### src/rtl/uart_pkg.sv
// Shared register map, bit indices and TX FSM state type for the UART FIFO controller.
package uart_pkg;

  localparam logic [2:0] REG_DATA     = 3'd0;
  localparam logic [2:0] REG_STATUS   = 3'd1;
  localparam logic [2:0] REG_CONTROL  = 3'd2;
  localparam logic [2:0] REG_RX_LEVEL = 3'd3;
  localparam logic [2:0] REG_DIV_LO   = 3'd4;
  localparam logic [2:0] REG_DIV_HI   = 3'd5;

  localparam int ST_RX_NOT_EMPTY = 0;
  localparam int ST_RX_FULL      = 1;
  localparam int ST_TX_EMPTY     = 2;
  localparam int ST_TX_FULL      = 3;
  localparam int ST_TX_ACTIVE    = 4;
  localparam int ST_RX_OVERRUN   = 5;
  localparam int ST_RX_ERROR     = 6;
  localparam int ST_TX_OVERFLOW  = 7;

  localparam int CTRL_RX_IE  = 0;
  localparam int CTRL_TX_IE  = 1;
  localparam int CTRL_ERR_IE = 2;
  localparam int CTRL_LOOP   = 3;

  typedef enum logic [1:0] {
    IDLE  = 2'd0,
    LOAD  = 2'd1,
    DRAIN = 2'd2
  } tx_state_t;

endpackage

### src/rtl/sync_fifo.sv
// Single-clock FIFO with a combinational head output; push on full is accepted only
// when a pop frees a slot in the same cycle, pop on empty is ignored.
module sync_fifo #(
  parameter int WIDTH = 8,
  parameter int DEPTH = 16
) (
  input  logic                     clk,
  input  logic                     reset_n,
  input  logic                     push,
  input  logic                     pop,
  input  logic [WIDTH-1:0]         din,
  output logic [WIDTH-1:0]         dout,
  output logic                     full,
  output logic                     empty,
  output logic [$clog2(DEPTH):0]   count
);

  localparam int AW = $clog2(DEPTH);

  logic [WIDTH-1:0] mem [DEPTH];
  logic [AW-1:0]    wr_ptr_reg;
  logic [AW-1:0]    rd_ptr_reg;
  logic [AW:0]      count_reg;
  logic             do_push;
  logic             do_pop;

  assign empty   = (count_reg == '0);
  assign full    = (count_reg == (AW+1)'(DEPTH));
  assign count   = count_reg;
  assign dout    = mem[rd_ptr_reg];
  assign do_pop  = pop & ~empty;
  assign do_push = push & (~full | do_pop);

  always_ff @(posedge clk) begin
    if (do_push)
      mem[wr_ptr_reg] <= din;
  end

  // Pointers are exactly AW bits wide so they wrap on their own.
  always_ff @(posedge clk or negedge reset_n) begin
    if (!reset_n) begin
      wr_ptr_reg <= '0;
      rd_ptr_reg <= '0;
      count_reg  <= '0;
    end else begin
      if (do_push)
        wr_ptr_reg <= wr_ptr_reg + 1'b1;
      if (do_pop)
        rd_ptr_reg <= rd_ptr_reg + 1'b1;
      case ({do_push, do_pop})
        2'b10:   count_reg <= count_reg + 1'b1;
        2'b01:   count_reg <= count_reg - 1'b1;
        default: count_reg <= count_reg;
      endcase
    end
  end

endmodule

### src/rtl/uart_fifo_ctrl.sv
// Bus-facing UART controller: TX/RX FIFOs, baud divisor, sticky errors, level IRQ.
// Optional TX->RX loopback via CONTROL[3] when UART_LOOPBACK_EN is defined.
import uart_pkg::*;

module uart_fifo_ctrl #(
  parameter int TX_DEPTH    = 16,
  parameter int RX_DEPTH    = 16,
  parameter int DIV_W       = 16,
  parameter int DEFAULT_DIV = 27
) (
  input  logic             clk,
  input  logic             reset_n,
  input  logic             cs,
  input  logic             rwb,
  input  logic [2:0]       addr,
  input  logic [7:0]       i_data,
  output logic [7:0]       o_data,
  output logic             irqb,
  output logic [7:0]       tx_data_o,
  output logic             tx_en_o,
  input  logic             tx_busy_i,
  input  logic [7:0]       rx_data_i,
  input  logic             rx_valid_i,
  input  logic             rx_error_i,
  output logic [DIV_W-1:0] baud_div_o
);

  localparam int TXC_W = $clog2(TX_DEPTH) + 1;
  localparam int RXC_W = $clog2(RX_DEPTH) + 1;

  logic wr_acc, rd_acc, data_wr, data_rd, status_wr, ctrl_wr;

  assign wr_acc    = cs & ~rwb;
  assign rd_acc    = cs & rwb;
  assign data_wr   = wr_acc & (addr == REG_DATA);
  assign data_rd   = rd_acc & (addr == REG_DATA);
  assign status_wr = wr_acc & (addr == REG_STATUS);
  assign ctrl_wr   = wr_acc & (addr == REG_CONTROL);

  logic [7:0]       tx_dout, rx_dout, rx_din;
  logic             tx_full, tx_empty, rx_full, rx_empty;
  logic [TXC_W-1:0] tx_count;
  logic [RXC_W-1:0] rx_count;
  logic             tx_pop, rx_push, rx_pop_eff;
  logic             fsm_pop, loop_pop, loop_on;

  logic [2:0]       ie_reg;
  logic [2:0]       sticky_reg;
  logic [2:0]       sticky_next;
  logic [2:0]       sticky_set;
  logic [2:0]       sticky_w1c;
  logic [DIV_W-1:0] baud_div_reg;
  logic [15:0]      div16;
  logic [7:0]       tx_data_reg;
  logic             irqb_reg;
  logic             irq_cause;
  logic [7:0]       status_val;
  tx_state_t        state_reg, state_next;

  sync_fifo #(.WIDTH(8), .DEPTH(TX_DEPTH)) u_tx_fifo (
    .clk     (clk),
    .reset_n (reset_n),
    .push    (data_wr),
    .pop     (tx_pop),
    .din     (i_data),
    .dout    (tx_dout),
    .full    (tx_full),
    .empty   (tx_empty),
    .count   (tx_count)
  );

  sync_fifo #(.WIDTH(8), .DEPTH(RX_DEPTH)) u_rx_fifo (
    .clk     (clk),
    .reset_n (reset_n),
    .push    (rx_push),
    .pop     (data_rd),
    .din     (rx_din),
    .dout    (rx_dout),
    .full    (rx_full),
    .empty   (rx_empty),
    .count   (rx_count)
  );

`ifdef UART_LOOPBACK_EN
  logic loop_reg;

  always_ff @(posedge clk or negedge reset_n) begin
    if (!reset_n)
      loop_reg <= 1'b0;
    else if (ctrl_wr)
      loop_reg <= i_data[CTRL_LOOP];
  end

  assign loop_on = loop_reg;
`else
  assign loop_on = 1'b0;
`endif

  // In loopback the TX head bypasses the core and lands in RX, one byte per cycle.
  assign loop_pop   = loop_on & ~tx_empty;
  assign tx_pop     = fsm_pop | loop_pop;
  assign rx_push    = loop_on ? loop_pop : rx_valid_i;
  assign rx_din     = loop_on ? tx_dout : rx_data_i;
  assign rx_pop_eff = data_rd & ~rx_empty;

  always_comb begin
    state_next = state_reg;
    fsm_pop    = 1'b0;
    case (state_reg)
      IDLE: begin
        if (!tx_empty && !loop_on) begin
          state_next = LOAD;
          fsm_pop    = 1'b1;
        end
      end
      LOAD:    if (tx_busy_i)  state_next = DRAIN;
      DRAIN:   if (!tx_busy_i) state_next = IDLE;
      default: state_next = IDLE;
    endcase
  end

  always_ff @(posedge clk or negedge reset_n) begin
    if (!reset_n) begin
      state_reg   <= IDLE;
      tx_data_reg <= 8'h00;
    end else begin
      state_reg <= state_next;
      if (fsm_pop)
        tx_data_reg <= tx_dout;
    end
  end

  assign tx_en_o   = (state_reg == LOAD);
  assign tx_data_o = tx_data_reg;

  // Bits ordered as STATUS[7:5]: tx_overflow, rx_error, rx_overrun.
  assign sticky_set[2] = data_wr & tx_full & ~tx_pop;
  assign sticky_set[1] = ~loop_on & rx_valid_i & rx_error_i;
  assign sticky_set[0] = rx_push & rx_full & ~rx_pop_eff;
  assign sticky_w1c    = status_wr ? i_data[7:5] : 3'b000;
  assign sticky_next   = (sticky_reg & ~sticky_w1c) | sticky_set;

  assign div16 = 16'(baud_div_reg);

  always_ff @(posedge clk or negedge reset_n) begin
    if (!reset_n) begin
      sticky_reg   <= 3'b000;
      ie_reg       <= 3'b000;
      baud_div_reg <= DIV_W'(DEFAULT_DIV);
      irqb_reg     <= 1'b1;
    end else begin
      sticky_reg <= sticky_next;
      if (ctrl_wr)
        ie_reg <= i_data[2:0];
      if (wr_acc && addr == REG_DIV_LO)
        baud_div_reg <= DIV_W'({div16[15:8], i_data});
      else if (wr_acc && addr == REG_DIV_HI)
        baud_div_reg <= DIV_W'({i_data, div16[7:0]});
      irqb_reg <= ~irq_cause;
    end
  end

  assign irq_cause = (ie_reg[CTRL_RX_IE]  & ~rx_empty)
                   | (ie_reg[CTRL_TX_IE]  & tx_empty & (state_reg == IDLE))
                   | (ie_reg[CTRL_ERR_IE] & (|sticky_reg));

  assign irqb       = irqb_reg;
  assign baud_div_o = baud_div_reg;

  assign status_val = {sticky_reg, (state_reg != IDLE), tx_full, tx_empty,
                       rx_full, ~rx_empty};

  always_comb begin
    o_data = 8'h00;
    case (addr)
      REG_DATA:     o_data = rx_empty ? 8'h00 : rx_dout;
      REG_STATUS:   o_data = status_val;
      REG_CONTROL:  o_data = {4'b0000, loop_on, ie_reg};
      REG_RX_LEVEL: o_data = 8'(rx_count);
      REG_DIV_LO:   o_data = div16[7:0];
      REG_DIV_HI:   o_data = div16[15:8];
      default:      o_data = 8'h00;
    endcase
  end

  // TX occupancy is visible only through the empty/full flags.
  logic tx_count_unused;
  assign tx_count_unused = ^tx_count;

endmodule

### config.mk
export PLATFORM = sky130hd
export DESIGN_NAME = uart_fifo_ctrl
export DESIGN_NICKNAME = d
export VERILOG_FILES = /design/src/rtl/uart_pkg.sv /design/src/rtl/sync_fifo.sv /design/src/rtl/uart_fifo_ctrl.sv
export SDC_FILE = /design/constraint.sdc
export NUM_CORES = 1
export LEC_CHECK = 0
export ABC_AREA = 1
export CAP_MARGIN = 20
export CELL_PAD_IN_SITES_DETAIL_PLACEMENT = 0
export CELL_PAD_IN_SITES_GLOBAL_PLACEMENT = 1
export CORE_ASPECT_RATIO = 1.75
export CORE_MARGIN = 1
export CORE_UTILIZATION = 52
export CTS_BUF_LIST = sky130_fd_sc_hd__clkbuf_4 sky130_fd_sc_hd__clkbuf_8 sky130_fd_sc_hd__clkbuf_16
export DETAILED_ROUTE_END_ITERATION = 8
export HOLD_SLACK_MARGIN = 0.1
export PLACE_DENSITY_LB_ADDON = 0.1
export SLEW_MARGIN = 15
export SYNTH_ARGS = -nofsm -noshare
export SYNTH_HDL_FRONTEND = slang
export SYNTH_SLANG_ARGS = --single-unit
export TNS_END_PERCENT = 30
### constraint.sdc
create_clock -name clk -period 5.95 [get_ports clk]
set_input_delay 1.19 -clock clk [delete_from_list [all_inputs] [get_ports clk]]
set_output_delay 1.19 -clock clk [all_outputs]
set_load 0.05 [all_outputs]
==> results.md <==
Synth:
- The cell area after technology mapping is 13660 sq um.
- The average cell area after synthesis is 10.89 sq um.
- The number of warnings printed during yosys synthesis is 0.
- Counting every net in the synthesized netlist gives 1298.
- The number of distinct standard cells referenced by the synthesized netlist is 40.
- The number of instances in the synthesized netlist is 1254.
- The register area share after synthesis is 67.14%.
- The number of synthesized register bits is 315.

Final layout:
- The diode insertion count for antenna repair is 0.
- The number of standard cells in the final layout excluding fillers is 1650.
- The growth of design area from synthesis to finish is 14.04%.
- The sequential cells in the finished layout cover a total of 9173 sq um.
- The filler cell count in the final layout is 2140.
- The post-route netlist has 8.346% of its cells at a drive strength greater than 1.
- The cell area after layout is 15580 sq um.
- Summing all multi-input logic gate instances after layout gives 3861 sq um.
- The net count of the finished layout is 1352.

Power and ir drop:
- VDD sags by at most 0.0003051 V.
- Overall power consumption after layout is estimated at 7473 uW.
- Dividing total power by cell area gives a power density of 479.7 nW/um^2.
- Summed over all cells, the static leakage comes to 0.005953 uW.

Clock tree:
- Counting every sink on the clock net gives 315.
- The later pin in the worst-skew pair is clocked with a latency of 570 ps.
- CTS built an H-tree with a depth of 1.
- The clock tree from TritonCTS is done.
- The cell sitting at the root of the clock tree is a sky130_fd_sc_hd__clkbuf_16.
- The longest clock path from root to sink contains 3 buffers.
- The number of setup buffers added after CTS is 0.
- Clock-pin slew was measured on the worst setup and hold paths at 60 ps.
- The number of clock buffers inserted by TritonCTS is 28.
- In this run, post-CTS hold repair placed 0 buffers.
- Gates resized during post-CTS repair numbered 0.

Detailed routing:
- After detailed routing, the average wire length per cell comes to 19.53 um.
- The routed length on met3 is 1.122 mm.
- The iteration count of the initial detailed-routing pass is 6.
- The wire length on met1 is 11.86 mm.
- The aggregate routed wire length is 32.23 mm.
- For this block, the initial DRC count from the detailed router was 494.
- Routed signal wires occupy layers up through met5.
- After detailed routing, the number of vias per cell comes to 5.390.
- The routed layout has 8893 vias.
- The length of routed met2 wiring is 17.72 mm.
- For this run, design rule violations remaining after detail routing come to 0.
- The remaining number of nets flagged by the antenna check after routing is 0.

Critical path:
- At the worst endpoint, the arrival time is 3710 ps.
- In this run the worst path has a maximum fanout of 9.
- The worst setup path is of the in2out kind.
- The type of element capturing the critical path is an output pin.
- STA classifies the critical path startpoint as a primary input.
- The setup check on the worst reg-to-reg path leaves a slack of 2830 ps.
- At the worst endpoint, the required time is 4760 ps.

Timing:
- The sum of negative setup slack is 0 ps.
- Between clock sinks in the finished design, the worst skew comes to 22.59 ps.
- Setup violations remaining at the end of the flow were counted as 0.
- The worst-case hold slack is 471.4 ps.
- The final-report max-slew violation count is 0.
- The worst-margin pin slew is 1087 ps.
- Setup repair after global routing left no endpoint under its margin.
- The total count of hold-check failures in the final report is 0.
- After layout, the minimum clock period comes to 4900 ps.
- The worst-case headroom to the max-slew limit is 27.28%.
- The final period utilization is 82.35%.
- The highest clock frequency the design can meet is 0.2041 GHz.

Global route:
- Summed over all layers, the global routing overflow is 0.
- The initial antenna violation count was 1.
- The maximum number of pins on one net before global-route repair is 81.
- The via count of the first global-routing pass is 8718.
- The wire length of the first global-routing pass is 50.25 mm.
- In the global route stage, overall resource usage came out at 24.53%.

Min path:
- The class of the worst hold path is reg2reg.

Die:
- The initial cell density of the core is 52.81%.
- The top-level I/O count is 60.
- The width of the die is 124.5 um.
- The vertical extent of the die is 216.4 um.
- After floorplanning, the core was sized to cover 25860 sq um.
- Row generation in the floorplan step produced 78 rows.
- The die covers 26940 sq um.

Run:
- Max-cap violations in this run came to 0.

Placed design:
- Summing all placed instances gives a cell area of 14530 sq um.
- The HPWL after detailed placement is 21.92 mm.
- The total of buffers placed on input and output ports is 59.
- Counting tap cells, the placed design contains a total of 1596 instances.
- The final weighted congestion in routability-driven placement is 0.8462.

Run status:
- The run finished with clean final reports.
[metal layers]
metal  GRT usage [%]  vias to the layer above
li1                -                     4387
met1           26.99                     4226
met2           46.30                      204
met3           2.789                       74
met4           11.97                        2
met5               0                        -
[Yosys cell counts]
master,n,area (sq um)
sky130_fd_sc_hd__o21bai_1,2,15.01
sky130_fd_sc_hd__nor2_1,191,716.9
sky130_fd_sc_hd__a21boi_0,2,15.01
sky130_fd_sc_hd__nand2_1,216,810.8
sky130_fd_sc_hd__nand4_1,3,18.77
sky130_fd_sc_hd__clkbuf_1,14,52.55
sky130_fd_sc_hd__buf_2,26,130.1
sky130_fd_sc_hd__nand3_4,1,17.52
sky130_fd_sc_hd__nor2_4,4,45.04
sky130_fd_sc_hd__o211ai_1,21,157.7
sky130_fd_sc_hd__inv_1,89,334.1
sky130_fd_sc_hd__o21ai_1,5,25.02
sky130_fd_sc_hd__a221oi_1,3,26.28
sky130_fd_sc_hd__nand2_4,3,33.78
sky130_fd_sc_hd__o22ai_1,3,18.77
sky130_fd_sc_hd__clkinv_1,5,18.77
sky130_fd_sc_hd__dfrtp_1,54,1351
sky130_fd_sc_hd__buf_4,7,52.55
sky130_fd_sc_hd__clkbuf_2,1,5.000
sky130_fd_sc_hd__o21ai_0,110,550.5
sky130_fd_sc_hd__xor2_1,18,157.7
sky130_fd_sc_hd__xnor2_1,4,35.03
sky130_fd_sc_hd__inv_2,5,18.77
sky130_fd_sc_hd__ha_1,18,225.2
sky130_fd_sc_hd__edfxtp_1,256,7687
sky130_fd_sc_hd__mux2_2,2,22.52
sky130_fd_sc_hd__nor3_1,25,125.1
sky130_fd_sc_hd__buf_6,4,45.04
sky130_fd_sc_hd__dfstp_2,5,131.4
sky130_fd_sc_hd__or2_4,1,8.760
sky130_fd_sc_hd__nand3_1,135,675.7
sky130_fd_sc_hd__buf_1,3,11.26
sky130_fd_sc_hd__a211oi_1,2,15.01
sky130_fd_sc_hd__o31ai_1,3,22.52
sky130_fd_sc_hd__o2111ai_1,1,8.760
sky130_fd_sc_hd__a21oi_1,7,35.03
sky130_fd_sc_hd__nand2_2,2,12.51
sky130_fd_sc_hd__clkinv_4,1,8.760
sky130_fd_sc_hd__nor3_2,1,10.01
sky130_fd_sc_hd__nor2_2,1,6.260
[worst max-delay path: stages]
cell,delay [ps]
sky130_fd_sc_hd__clkdlybuf4s50_1,610
sky130_fd_sc_hd__nor2_4,80
sky130_fd_sc_hd__nand2_1,70
sky130_fd_sc_hd__clkinv_1,230
sky130_fd_sc_hd__nand2_1,110
sky130_fd_sc_hd__o21ai_0,80
sky130_fd_sc_hd__a211oi_1,430
sky130_fd_sc_hd__nand2_1,170
sky130_fd_sc_hd__clkdlybuf4s50_1,730
[where the power goes]
group / total [uW] / internal (uW) / switching [uW]
Sequential: 2830 / 2640 / 188
Combinational: 2650 / 801 / 1850
Clock: 1990 / 1180 / 815
Total: 7470 / 4620 / 2850
[final timing paths]
check                                               start                                   to  depth (start not counted)
max                                               addr[1]                            o_data[1]                          9
min in group asynchronous                         reset_n       u_rx_fifo.count[2]$_DFFE_PN0P_                          2
max reg2reg                u_tx_fifo.count[1]$_DFFE_PN0P_       u_tx_fifo.count[4]$_DFFE_PN0P_                         14
min reg2reg                      state_reg[0]$_DFFE_PN0P_             state_reg[1]$_DFFE_PN0P_                          1
max in group asynchronous                         reset_n  u_tx_fifo.rd_ptr_reg[0]$_DFFE_PN0P_                          2
min                              state_reg[0]$_DFFE_PN0P_             state_reg[1]$_DFFE_PN0P_                          1
[per-stage QoR]
stage          util (%)  setup slack, ps
6_report          60.23             1050
5_1_grt           60.23            932.2
4_1_cts           60.19             1026
2_1_floorplan         -             2626
3_3_place_gp      56.17             1047
3_5_place_dp      56.19             1050
[cell usage in the layout (no fill, tap or decap), types with 3 or more instances in the layout]
master and n:
sky130_fd_sc_hd__buf_2 4, sky130_fd_sc_hd__nand2_4 3, sky130_fd_sc_hd__nand3_1 135, sky130_fd_sc_hd__dfstp_2 5, sky130_fd_sc_hd__ha_1 18, sky130_fd_sc_hd__a21oi_1 7
sky130_fd_sc_hd__nand4_1 3, sky130_fd_sc_hd__clkinv_2 4, sky130_fd_sc_hd__xnor2_1 4, sky130_fd_sc_hd__nor2_1 191, sky130_fd_sc_hd__o21ai_1 5, sky130_fd_sc_hd__clkbuf_8 6
sky130_fd_sc_hd__clkdlybuf4s50_1 58, sky130_fd_sc_hd__clkinv_4 3, sky130_fd_sc_hd__o211ai_1 21, sky130_fd_sc_hd__buf_4 17, sky130_fd_sc_hd__dfrtp_1 52, sky130_fd_sc_hd__o21ai_0 110
sky130_fd_sc_hd__xor2_1 18, sky130_fd_sc_hd__nor3_1 15, sky130_fd_sc_hd__edfxtp_1 256, sky130_fd_sc_hd__clkinv_1 5, sky130_fd_sc_hd__bufinv_16 5, sky130_fd_sc_hd__nor3_2 11
sky130_fd_sc_hd__nor2_4 4, sky130_fd_sc_hd__clkbuf_4 3, sky130_fd_sc_hd__inv_1 89, sky130_fd_sc_hd__inv_2 5, sky130_fd_sc_hd__nand2_1 216, sky130_fd_sc_hd__o31ai_1 3
sky130_fd_sc_hd__a221oi_1 3, sky130_fd_sc_hd__o22ai_1 3, sky130_fd_sc_hd__clkbuf_16 28
[cells by family (layout without fill, tap and decap cells)]
logic type,after synthesis,count (layout),synth area share (%)
flops,315,315,67.14
fa+ha+maj,18,18,1.649
buf+inv,155,231,4.956
compound gates,159,159,6.513
xor+xnor,22,22,1.411
mux,2,2,0.1649
simple gates,583,583,18.17
[layout make-up]
| class | count | share of cell area (%) |
|---|---|---|
| timing repair buffer | 79 | 4.675 |
| sequential | 315 | 58.89 |
| inverter | 100 | 2.442 |
| clock inverter | 15 | 1.462 |
| clock buffer | 37 | 5.173 |
| multi-input combinational | 784 | 24.79 |
| tap | 320 | 2.570 |
Power figures use the tool's default switching activity.
